**config.mk**
```make
export PLATFORM = sky130hd
export DESIGN_NAME = sys_bus_arbiter_flat
export DESIGN_NICKNAME = d
export VERILOG_FILES = /design/src/rtl/sys_bus_if.sv /design/src/rtl/sys_bus_arbiter.sv /design/src/flat_wrapper.sv
export SDC_FILE = /design/constraint.sdc
export NUM_CORES = 1
export LEC_CHECK = 0
export BUFFER_PORTS_ARGS = -buffer_cell sky130_fd_sc_hd__buf_2
export CORE_AREA = 2 2 118 120
export DETAILED_ROUTE_END_ITERATION = 12
export DIE_AREA = 0 0 120 122
export PLACE_DENSITY = 0.41
export SETUP_SLACK_MARGIN = 0.15
export SYNTH_ARGS = -nofsm -noshare
export SYNTH_HDL_FRONTEND = slang
export SYNTH_SLANG_ARGS = --single-unit
```
**constraint.sdc**
```tcl
create_clock -name clk -period 2.5 [get_ports clk]
set_clock_uncertainty 0.1 [all_clocks]
set_input_delay 0.125 -clock clk [delete_from_list [all_inputs] [get_ports clk]]
set_output_delay 0.125 -clock clk [all_outputs]
set_load 0.005 [all_outputs]
```
**src/rtl/sys_bus_if.sv**
```systemverilog
// Bundled handshake and shared-bus signals for sys_bus_arbiter.
// slave = arbiter side; master = requesters plus the downstream bus slave.
interface sys_bus_if #(
  parameter int ADDR_W = 32,
  parameter int DATA_W = 32
);
  logic              m0_req;
  logic              m0_we;
  logic [ADDR_W-1:0] m0_addr;
  logic [DATA_W-1:0] m0_wdata;
  logic              m0_gnt;
  logic              m0_ack;
  logic              m0_err;
  logic [DATA_W-1:0] m0_rdata;

  logic              m1_req;
  logic              m1_we;
  logic [ADDR_W-1:0] m1_addr;
  logic [DATA_W-1:0] m1_wdata;
  logic              m1_gnt;
  logic              m1_ack;
  logic              m1_err;
  logic [DATA_W-1:0] m1_rdata;

  logic              bus_req;
  logic              bus_we;
  logic [ADDR_W-1:0] bus_addr;
  logic [DATA_W-1:0] bus_wdata;
  logic [DATA_W-1:0] bus_rdata;
  logic              bus_ack;

  modport slave (
    input  m0_req, m0_we, m0_addr, m0_wdata,
    output m0_gnt, m0_ack, m0_err, m0_rdata,
    input  m1_req, m1_we, m1_addr, m1_wdata,
    output m1_gnt, m1_ack, m1_err, m1_rdata,
    output bus_req, bus_we, bus_addr, bus_wdata,
    input  bus_rdata, bus_ack
  );

  modport master (
    output m0_req, m0_we, m0_addr, m0_wdata,
    input  m0_gnt, m0_ack, m0_err, m0_rdata,
    output m1_req, m1_we, m1_addr, m1_wdata,
    input  m1_gnt, m1_ack, m1_err, m1_rdata,
    input  bus_req, bus_we, bus_addr, bus_wdata,
    output bus_rdata, bus_ack
  );
endinterface

```
**src/rtl/sys_bus_arbiter.sv**
```systemverilog
// Two-master / one-slave system bus arbiter, round-robin or fixed priority.
// Optional BUSY watchdog with error completion is enabled by defining ARB_TIMEOUT_EN.
module sys_bus_arbiter #(
  parameter int ADDR_W     = 32,
  parameter int DATA_W     = 32,
  parameter int FIXED_PRIO = 0,
  parameter int TIMEOUT    = 16
) (
  input  logic     clk,
  input  logic     rst_n,
  sys_bus_if.slave bus,
  output logic     arb_owner,
  output logic     arb_busy
);

  typedef enum logic {IDLE = 1'b0, BUSY = 1'b1} state_t;

  localparam logic [DATA_W-1:0] ERR_WORD = DATA_W'(32'hDEAD_BEEF);

  state_t state_reg, state_next;
  logic   owner_reg, owner_next;
  logic   last_owner_reg, last_owner_next;

  logic [1:0]        req_vec, we_vec, gnt_vec, ack_vec, err_vec;
  logic [ADDR_W-1:0] addr_vec  [2];
  logic [DATA_W-1:0] wdata_vec [2];
  logic [DATA_W-1:0] rdata_vec [2];

  logic busy, owner_req, done_ok, timeout_hit;

  assign req_vec      = {bus.m1_req, bus.m0_req};
  assign we_vec       = {bus.m1_we, bus.m0_we};
  assign addr_vec[0]  = bus.m0_addr;
  assign addr_vec[1]  = bus.m1_addr;
  assign wdata_vec[0] = bus.m0_wdata;
  assign wdata_vec[1] = bus.m1_wdata;

  assign busy      = (state_reg == BUSY);
  assign owner_req = req_vec[owner_reg];
  // bus_ack only counts while the owner is still driving its request
  assign done_ok   = busy && owner_req && bus.bus_ack;

`ifdef ARB_TIMEOUT_EN
  localparam int CNT_W = (TIMEOUT > 2) ? $clog2(TIMEOUT) : 1;

  logic [CNT_W-1:0] to_cnt_reg, to_cnt_next;

  assign timeout_hit = busy && owner_req && !bus.bus_ack
                       && (to_cnt_reg == CNT_W'(TIMEOUT - 1));

  always_comb begin
    to_cnt_next = to_cnt_reg;
    if (!busy)
      to_cnt_next = '0;
    else if (!bus.bus_ack)
      to_cnt_next = to_cnt_reg + CNT_W'(1);
  end

  always_ff @(posedge clk or negedge rst_n) begin
    if (!rst_n)
      to_cnt_reg <= '0;
    else
      to_cnt_reg <= to_cnt_next;
  end
`else
  logic unused_timeout;
  assign unused_timeout = ^TIMEOUT;
  assign timeout_hit    = 1'b0;
`endif

  always_ff @(posedge clk or negedge rst_n) begin
    if (!rst_n) begin
      state_reg      <= IDLE;
      owner_reg      <= 1'b0;
      last_owner_reg <= 1'b1;
    end else begin
      state_reg      <= state_next;
      owner_reg      <= owner_next;
      last_owner_reg <= last_owner_next;
    end
  end

  always_comb begin
    state_next      = state_reg;
    owner_next      = owner_reg;
    last_owner_next = last_owner_reg;
    case (state_reg)
      IDLE: begin
        if (|req_vec) begin
          state_next = BUSY;
          if (&req_vec)
            owner_next = (FIXED_PRIO != 0) ? 1'b0 : ~last_owner_reg;
          else
            owner_next = req_vec[1];
        end
      end
      BUSY: begin
        // a dropped request aborts silently and leaves fairness history alone
        if (!owner_req) begin
          state_next = IDLE;
        end else if (done_ok || timeout_hit) begin
          state_next      = IDLE;
          last_owner_next = owner_reg;
        end
      end
      default: state_next = IDLE;
    endcase
  end

  genvar gi;
  generate
    for (gi = 0; gi < 2; gi++) begin : g_master
      assign gnt_vec[gi]   = busy && ((gi == 0) ? !owner_reg : owner_reg);
      assign ack_vec[gi]   = gnt_vec[gi] && (done_ok || timeout_hit);
      assign err_vec[gi]   = gnt_vec[gi] && timeout_hit;
      assign rdata_vec[gi] = !ack_vec[gi] ? '0 :
                             (timeout_hit ? ERR_WORD : bus.bus_rdata);
    end
  endgenerate

  assign bus.bus_req   = busy && owner_req && !timeout_hit;
  assign bus.bus_we    = busy && we_vec[owner_reg];
  assign bus.bus_addr  = busy ? addr_vec[owner_reg]  : '0;
  assign bus.bus_wdata = busy ? wdata_vec[owner_reg] : '0;

  assign bus.m0_gnt   = gnt_vec[0];
  assign bus.m0_ack   = ack_vec[0];
  assign bus.m0_err   = err_vec[0];
  assign bus.m0_rdata = rdata_vec[0];
  assign bus.m1_gnt   = gnt_vec[1];
  assign bus.m1_ack   = ack_vec[1];
  assign bus.m1_err   = err_vec[1];
  assign bus.m1_rdata = rdata_vec[1];

  assign arb_owner = owner_reg;
  assign arb_busy  = busy;

endmodule

```
**src/flat_wrapper.sv**
```systemverilog
// flat-port wrapper written by rule: the top's interface ports become plain ports
module sys_bus_arbiter_flat 
#(
  parameter int ADDR_W     = 32,
  parameter int DATA_W     = 32,
  parameter int FIXED_PRIO = 0,
  parameter int TIMEOUT    = 16
)
  (clk, rst_n, arb_owner, arb_busy, bus_m0_req, bus_m0_we, bus_m0_addr, bus_m0_wdata, bus_m0_gnt, bus_m0_ack, bus_m0_err, bus_m0_rdata, bus_m1_req, bus_m1_we, bus_m1_addr, bus_m1_wdata, bus_m1_gnt, bus_m1_ack, bus_m1_err, bus_m1_rdata, bus_bus_req, bus_bus_we, bus_bus_addr, bus_bus_wdata, bus_bus_rdata, bus_bus_ack);
  sys_bus_if #(.ADDR_W(ADDR_W), .DATA_W(DATA_W)) bus_i ();
  input  logic clk;
  input  logic rst_n;
  output logic arb_owner;
  output logic arb_busy;
  input wire logic [$bits(bus_i.m0_req)-1:0] bus_m0_req;
  input wire logic [$bits(bus_i.m0_we)-1:0] bus_m0_we;
  input wire logic [$bits(bus_i.m0_addr)-1:0] bus_m0_addr;
  input wire logic [$bits(bus_i.m0_wdata)-1:0] bus_m0_wdata;
  output wire logic [$bits(bus_i.m0_gnt)-1:0] bus_m0_gnt;
  output wire logic [$bits(bus_i.m0_ack)-1:0] bus_m0_ack;
  output wire logic [$bits(bus_i.m0_err)-1:0] bus_m0_err;
  output wire logic [$bits(bus_i.m0_rdata)-1:0] bus_m0_rdata;
  input wire logic [$bits(bus_i.m1_req)-1:0] bus_m1_req;
  input wire logic [$bits(bus_i.m1_we)-1:0] bus_m1_we;
  input wire logic [$bits(bus_i.m1_addr)-1:0] bus_m1_addr;
  input wire logic [$bits(bus_i.m1_wdata)-1:0] bus_m1_wdata;
  output wire logic [$bits(bus_i.m1_gnt)-1:0] bus_m1_gnt;
  output wire logic [$bits(bus_i.m1_ack)-1:0] bus_m1_ack;
  output wire logic [$bits(bus_i.m1_err)-1:0] bus_m1_err;
  output wire logic [$bits(bus_i.m1_rdata)-1:0] bus_m1_rdata;
  output wire logic [$bits(bus_i.bus_req)-1:0] bus_bus_req;
  output wire logic [$bits(bus_i.bus_we)-1:0] bus_bus_we;
  output wire logic [$bits(bus_i.bus_addr)-1:0] bus_bus_addr;
  output wire logic [$bits(bus_i.bus_wdata)-1:0] bus_bus_wdata;
  input wire logic [$bits(bus_i.bus_rdata)-1:0] bus_bus_rdata;
  input wire logic [$bits(bus_i.bus_ack)-1:0] bus_bus_ack;
  assign bus_i.m0_req = bus_m0_req;
  assign bus_i.m0_we = bus_m0_we;
  assign bus_i.m0_addr = bus_m0_addr;
  assign bus_i.m0_wdata = bus_m0_wdata;
  assign bus_m0_gnt = bus_i.m0_gnt;
  assign bus_m0_ack = bus_i.m0_ack;
  assign bus_m0_err = bus_i.m0_err;
  assign bus_m0_rdata = bus_i.m0_rdata;
  assign bus_i.m1_req = bus_m1_req;
  assign bus_i.m1_we = bus_m1_we;
  assign bus_i.m1_addr = bus_m1_addr;
  assign bus_i.m1_wdata = bus_m1_wdata;
  assign bus_m1_gnt = bus_i.m1_gnt;
  assign bus_m1_ack = bus_i.m1_ack;
  assign bus_m1_err = bus_i.m1_err;
  assign bus_m1_rdata = bus_i.m1_rdata;
  assign bus_bus_req = bus_i.bus_req;
  assign bus_bus_we = bus_i.bus_we;
  assign bus_bus_addr = bus_i.bus_addr;
  assign bus_bus_wdata = bus_i.bus_wdata;
  assign bus_i.bus_rdata = bus_bus_rdata;
  assign bus_i.bus_ack = bus_bus_ack;
  sys_bus_arbiter #(.ADDR_W(ADDR_W), .DATA_W(DATA_W), .FIXED_PRIO(FIXED_PRIO), .TIMEOUT(TIMEOUT)) u_core (.clk(clk), .rst_n(rst_n), .bus(bus_i), .arb_owner(arb_owner), .arb_busy(arb_busy));
endmodule
```
# Word-level counts from Yosys, hierarchy flattened
# Index checks and enable logic that the tools add are counted.
[classes] muxes=19 magnitude_cmp=2 n_reduce_logical=12 bitwise_logic=3
[ops] cell="two-way mux 32 bit" count=10
[ops] cell="two-way mux 1 bit" count=8
[ops] cell="logical AND 1 bit" count=7
[ops] cell="AND reduction 2 bit" count=2
[ops] cell="AND reduction 3 bit" count=1
[ops] cell=">= comparator 2 bit (second input constant)" count=1
[ops] cell="< comparator 1 x 2 -> 1 bit (second input constant)" count=1
[ops] cell="NOT 1 bit" count=2
[ops] cell="NOT 1 -> 2 bit" count=1
[ops] cell="one-hot mux 1 bit (2 select lines)" count=1
[ops] cell="OR reduction 2 bit" count=1
[ops] cell="zero test 1 bit" count=1
[word_totals] in_bits=167 register_bits=3 output_inout_bits=138 word_cells=39

# Logic depth before layout (Yosys ltp)
[logic_depth] depth_word=7 ltp_mapped=5 depth_no_buf=3

# Least setup slack after synthesis
# Ideal clock, no wire load.
[synth_timing] path_type="flip-flop to output port" from="register u_core.owner_reg (netlist: u_core.arb_owner)" to="output port bus_m0_rdata[10]" path_slack_ps=1232 arrival_ps=1043 t_required_ps=2275 path_stages_with_launch=6 path_buffers=3 cell_sequence="dfrtp_1 > buf_6 > nand2b_4 > buf_6 > buf_2 > nor2_1"
[synth_via] elab_chain_len=6 elab_cells_between_ends=8 classes_between="mux: 3; reduce/logical: 5"
[synth_lines] element="start, declared" line_no="sys_bus_arbiter.sv:21" rtl="logic owner_reg, owner_next;"
[synth_lines] element="start signal, assigned" line_no="sys_bus_arbiter.sv:78" rtl="owner_reg <= owner_next;"
[synth_lines] element="two-way mux 1 bit (implied by the code) (2 in series)" line_no="sys_bus_arbiter.sv:39" rtl="assign owner_req = req_vec[owner_reg];"
[synth_lines] element="logical AND 1 bit (2 in series)" line_no="sys_bus_arbiter.sv:41" rtl="assign done_ok = busy && owner_req && bus.bus_ack;"
[synth_lines] element="logical AND 1 bit (*)" line_no="sys_bus_arbiter.sv:114" rtl="assign ack_vec[gi] = gnt_vec[gi] && (done_ok || timeout_hit);"
[synth_lines] element="two-way mux 32 bit (*)" line_no="sys_bus_arbiter.sv:116" rtl="assign rdata_vec[gi] = !ack_vec[gi] ? '0 :"
[synth_lines] element="end, declared" line_no="flat_wrapper.sv:22" rtl="output wire logic [$bits(bus_i.m0_rdata)-1:0] bus_m0_rdata;"
# Mark *: on every way between the ends. The rest lies on a longest branch, timed or not. The select of a mux whose other input is x is not followed.

# Worst setup path after layout
[layout_timing] from="register u_core.owner_reg (netlist: u_core.arb_owner)" to="output port bus_bus_req"
[layout_via] elab_chain_len=3
[layout_lines] element="two-way mux 1 bit (implied by the code) (2 in series)" line_no="sys_bus_arbiter.sv:39"
[layout_lines] element="logical AND 1 bit" line_no="sys_bus_arbiter.sv:121" rtl="assign bus.bus_req = busy && owner_req && !timeout_hit;"
[layout_lines] element="end, declared" line_no="flat_wrapper.sv:31" rtl="output wire logic [$bits(bus_i.bus_req)-1:0] bus_bus_req;"
# No other way between the ends. The select of a mux whose other input is x is not followed.

==> flow_summary.ini <==
[clocking]
clock-sinks = 3
clk_path_buf_depth = 2
postCtsSetupBuffers = 0
clk_pin_slew_ps = 30
cts-htree-levels = 1
worstSkewPairLatency_ps = 220
cts_hold_buf = 1
cts_tree = built
numCtsBuffers = 3
cts_root_buf = clkbuf_16
cts_resized = 0

[yosys]
syn_inst = 278
synth_top_area_share_pct = 39.19
synth_area_um2 = 1660
ys_top_cells_by_count = nor2_1, mux2i_1, nand2_1, buf_4, buf_6
synthArstFlopShare_pct = 100.0
synth_edf_count = 0
synth_cell_types = 22
synth_most_common_cell = nor2_1
synth_ff_type = dfrtp_1
yosysWarnings = 0
yosysTopAreaCell = mux2i_1
ys_ff_latch = 3
synth_area_leaders = mux2i_1, nor2_1, nand2_1
avgSynthCellArea_um2 = 5.972
yosysSeqAreaShare_pct = 4.597

[timing]
setup_slack_ps = 440.8
tightest_slew_ps = 660.1
setup_viol = 0
timing.slew.headroom_pct = 55.99
fin_setup_tns_ps = 0
max_freq_mhz = 485.6
drv_slew = 0
rsz0062_at_grt = false
fin_crit_ps = 2059
finalHoldViolations = 0
post-route-period-util_pct = 82.37

[layout]
final_nets = 729
syn_to_final_growth_pct = 101.0
multi_input_area_um2 = 1371
final_core_util_pct = 24.71
n_fill_cell = 1528
drive_gt1_share_pct = 55.79
ff_latch_area_um2 = 80.08

[global_route]
grt_max_degree = 39
grt_pass1_wl_um = 12650
antenna_found_initial = 3
grt_pass1_vias = 2487
grtUsageTotal_pct = 10.89
grt_overflow = 0

[worst_setup_path]
worstPathMaxFanout = 38
cp.arrival_ps = 1830
required_ps = 2280
r2r-start = u_core.arb_owner
reg2reg_slack_ps = 640
crit_type = reg2out
startpoint = u_core.arb_owner
r2r_end = u_core.last_owner_reg
reg2reg_depth = 3
critPathLaunchType = flip-flop
critical_path.endpoint = bus_bus_req
end_kind = output port

[detailed_routing]
post-route-drc-count = 0
totalWireLength_um = 9113
dr.first_iter.drc_count = 41
viasPerCell = 3.845
via_count = 2857
drt_first_pass_iters = 6
detail-route-antenna-nets = 0
wl_per_cell_um = 12.27

[floorplanning]
floorplan.initialDensity_pct = 12.30
fp-row-count = 43
ioPinCount = 305
die_w_um = 120
die_area_um2 = 14640
core_um2 = 13500
die_h_um = 122

[placed_design]
dpl.hpwl_um = 7578
pre_cts_ws_ps = 569.0
place_congestion = 0.8034
io_buffers = 302

[min_path]
hp-class = in2reg

[pwr]
cellPowerDensity_nw_per_um2 = 564.9
p_total_mw = 1.885
peakVddDrop_mv = 0.2876
cellLeakagePower_nw = 2.197

[status]
status = finished, final reports clean

[job]
drv_cap = 0
## routing by layer
layer | vias to the layer above | track usage [%] | wire length, um
met5 | - | 0 | 11
met3 | 10 | 3.137 | 927
met1 | 1217 | 11.18 | 3349
met2 | 179 | 21.45 | 4657
met4 | 2 | 2.721 | 167
li1 | 1449 | - | -
## area by class of cell
| type | instances | area share (%) |
|---|---|---|
| inverters | 2 | 0.2250 |
| well taps | 180 | 6.749 |
| diodes | 2 | 0.1500 |
| flip-flops and latches | 3 | 2.400 |
| multi-input cells | 246 | 41.10 |
| clock buffers | 4 | 2.362 |
| repair buffers | 306 | 47.02 |
## power by group
group,leakage [nW],internal (mW),switching (mW),total (mW)
Clock,0.0382,0.210,0.0397,0.250
Combinational,2.13,0.726,0.696,1.42
Sequential,0.0326,0.0747,0.138,0.213
## kinds of logic after synthesis
group / after synthesis / share of synthesized area (%)
AOI/OAI and AO/OA: 6 / 2.110
buffers and inverters: 30 / 13.04
DFF: 3 / 4.597
muxes: 65 / 39.19
other: 1 / 0.2259
and+or+nand+nor: 173 / 40.84
## metrics by stage
| stage | hold WS, ps | instance area (um2) | cells |
|---|---|---|---|
| final | 86.26 | 3337 | 743 |
| after global routing | 93.31 | 3337 | 743 |
| after CTS | 92.15 | 3332 | 741 |
| after detailed placement | -172.1 | 3243 | 736 |
| after global placement | -169.4 | 3243 | 736 |
| after floorplan | -270.6 | 1664 | 279 |
## how the worst min path moves through the flow
stage,start,end,cells past startpoint
2_1_floorplan,rst_n,u_core.arb_busy,0
3_3_place_gp,rst_n,u_core.arb_owner,1
3_5_place_dp,rst_n,u_core.arb_owner,1
4_1_cts,bus_m0_req,u_core.arb_owner,2
5_1_grt,bus_m0_req,u_core.arb_owner,2
6_report,bus_m0_req,u_core.arb_owner,2
## cell usage in the layout, fill, tap and decap left out, drive strengths merged
cell type and instances:
a21oi 4, a31oi 1, and2 2, buf 305, clkbuf 4, conb 2, dfrtp 2, dfstp 1
diode 2, dlygate4sd3 1, inv 2, mux2i 65, nand2 34, nand2b 2, nor2 133, nor2b 1
nor3 1, o22a 1
## worst max-delay path, cell delays in order (launching register included)
cell      delay (ps)
dfrtp_4          830
nand2b_4         500
a21oi_1          110
buf_2            160
Note: power is estimated with default switching activity, not from simulation.
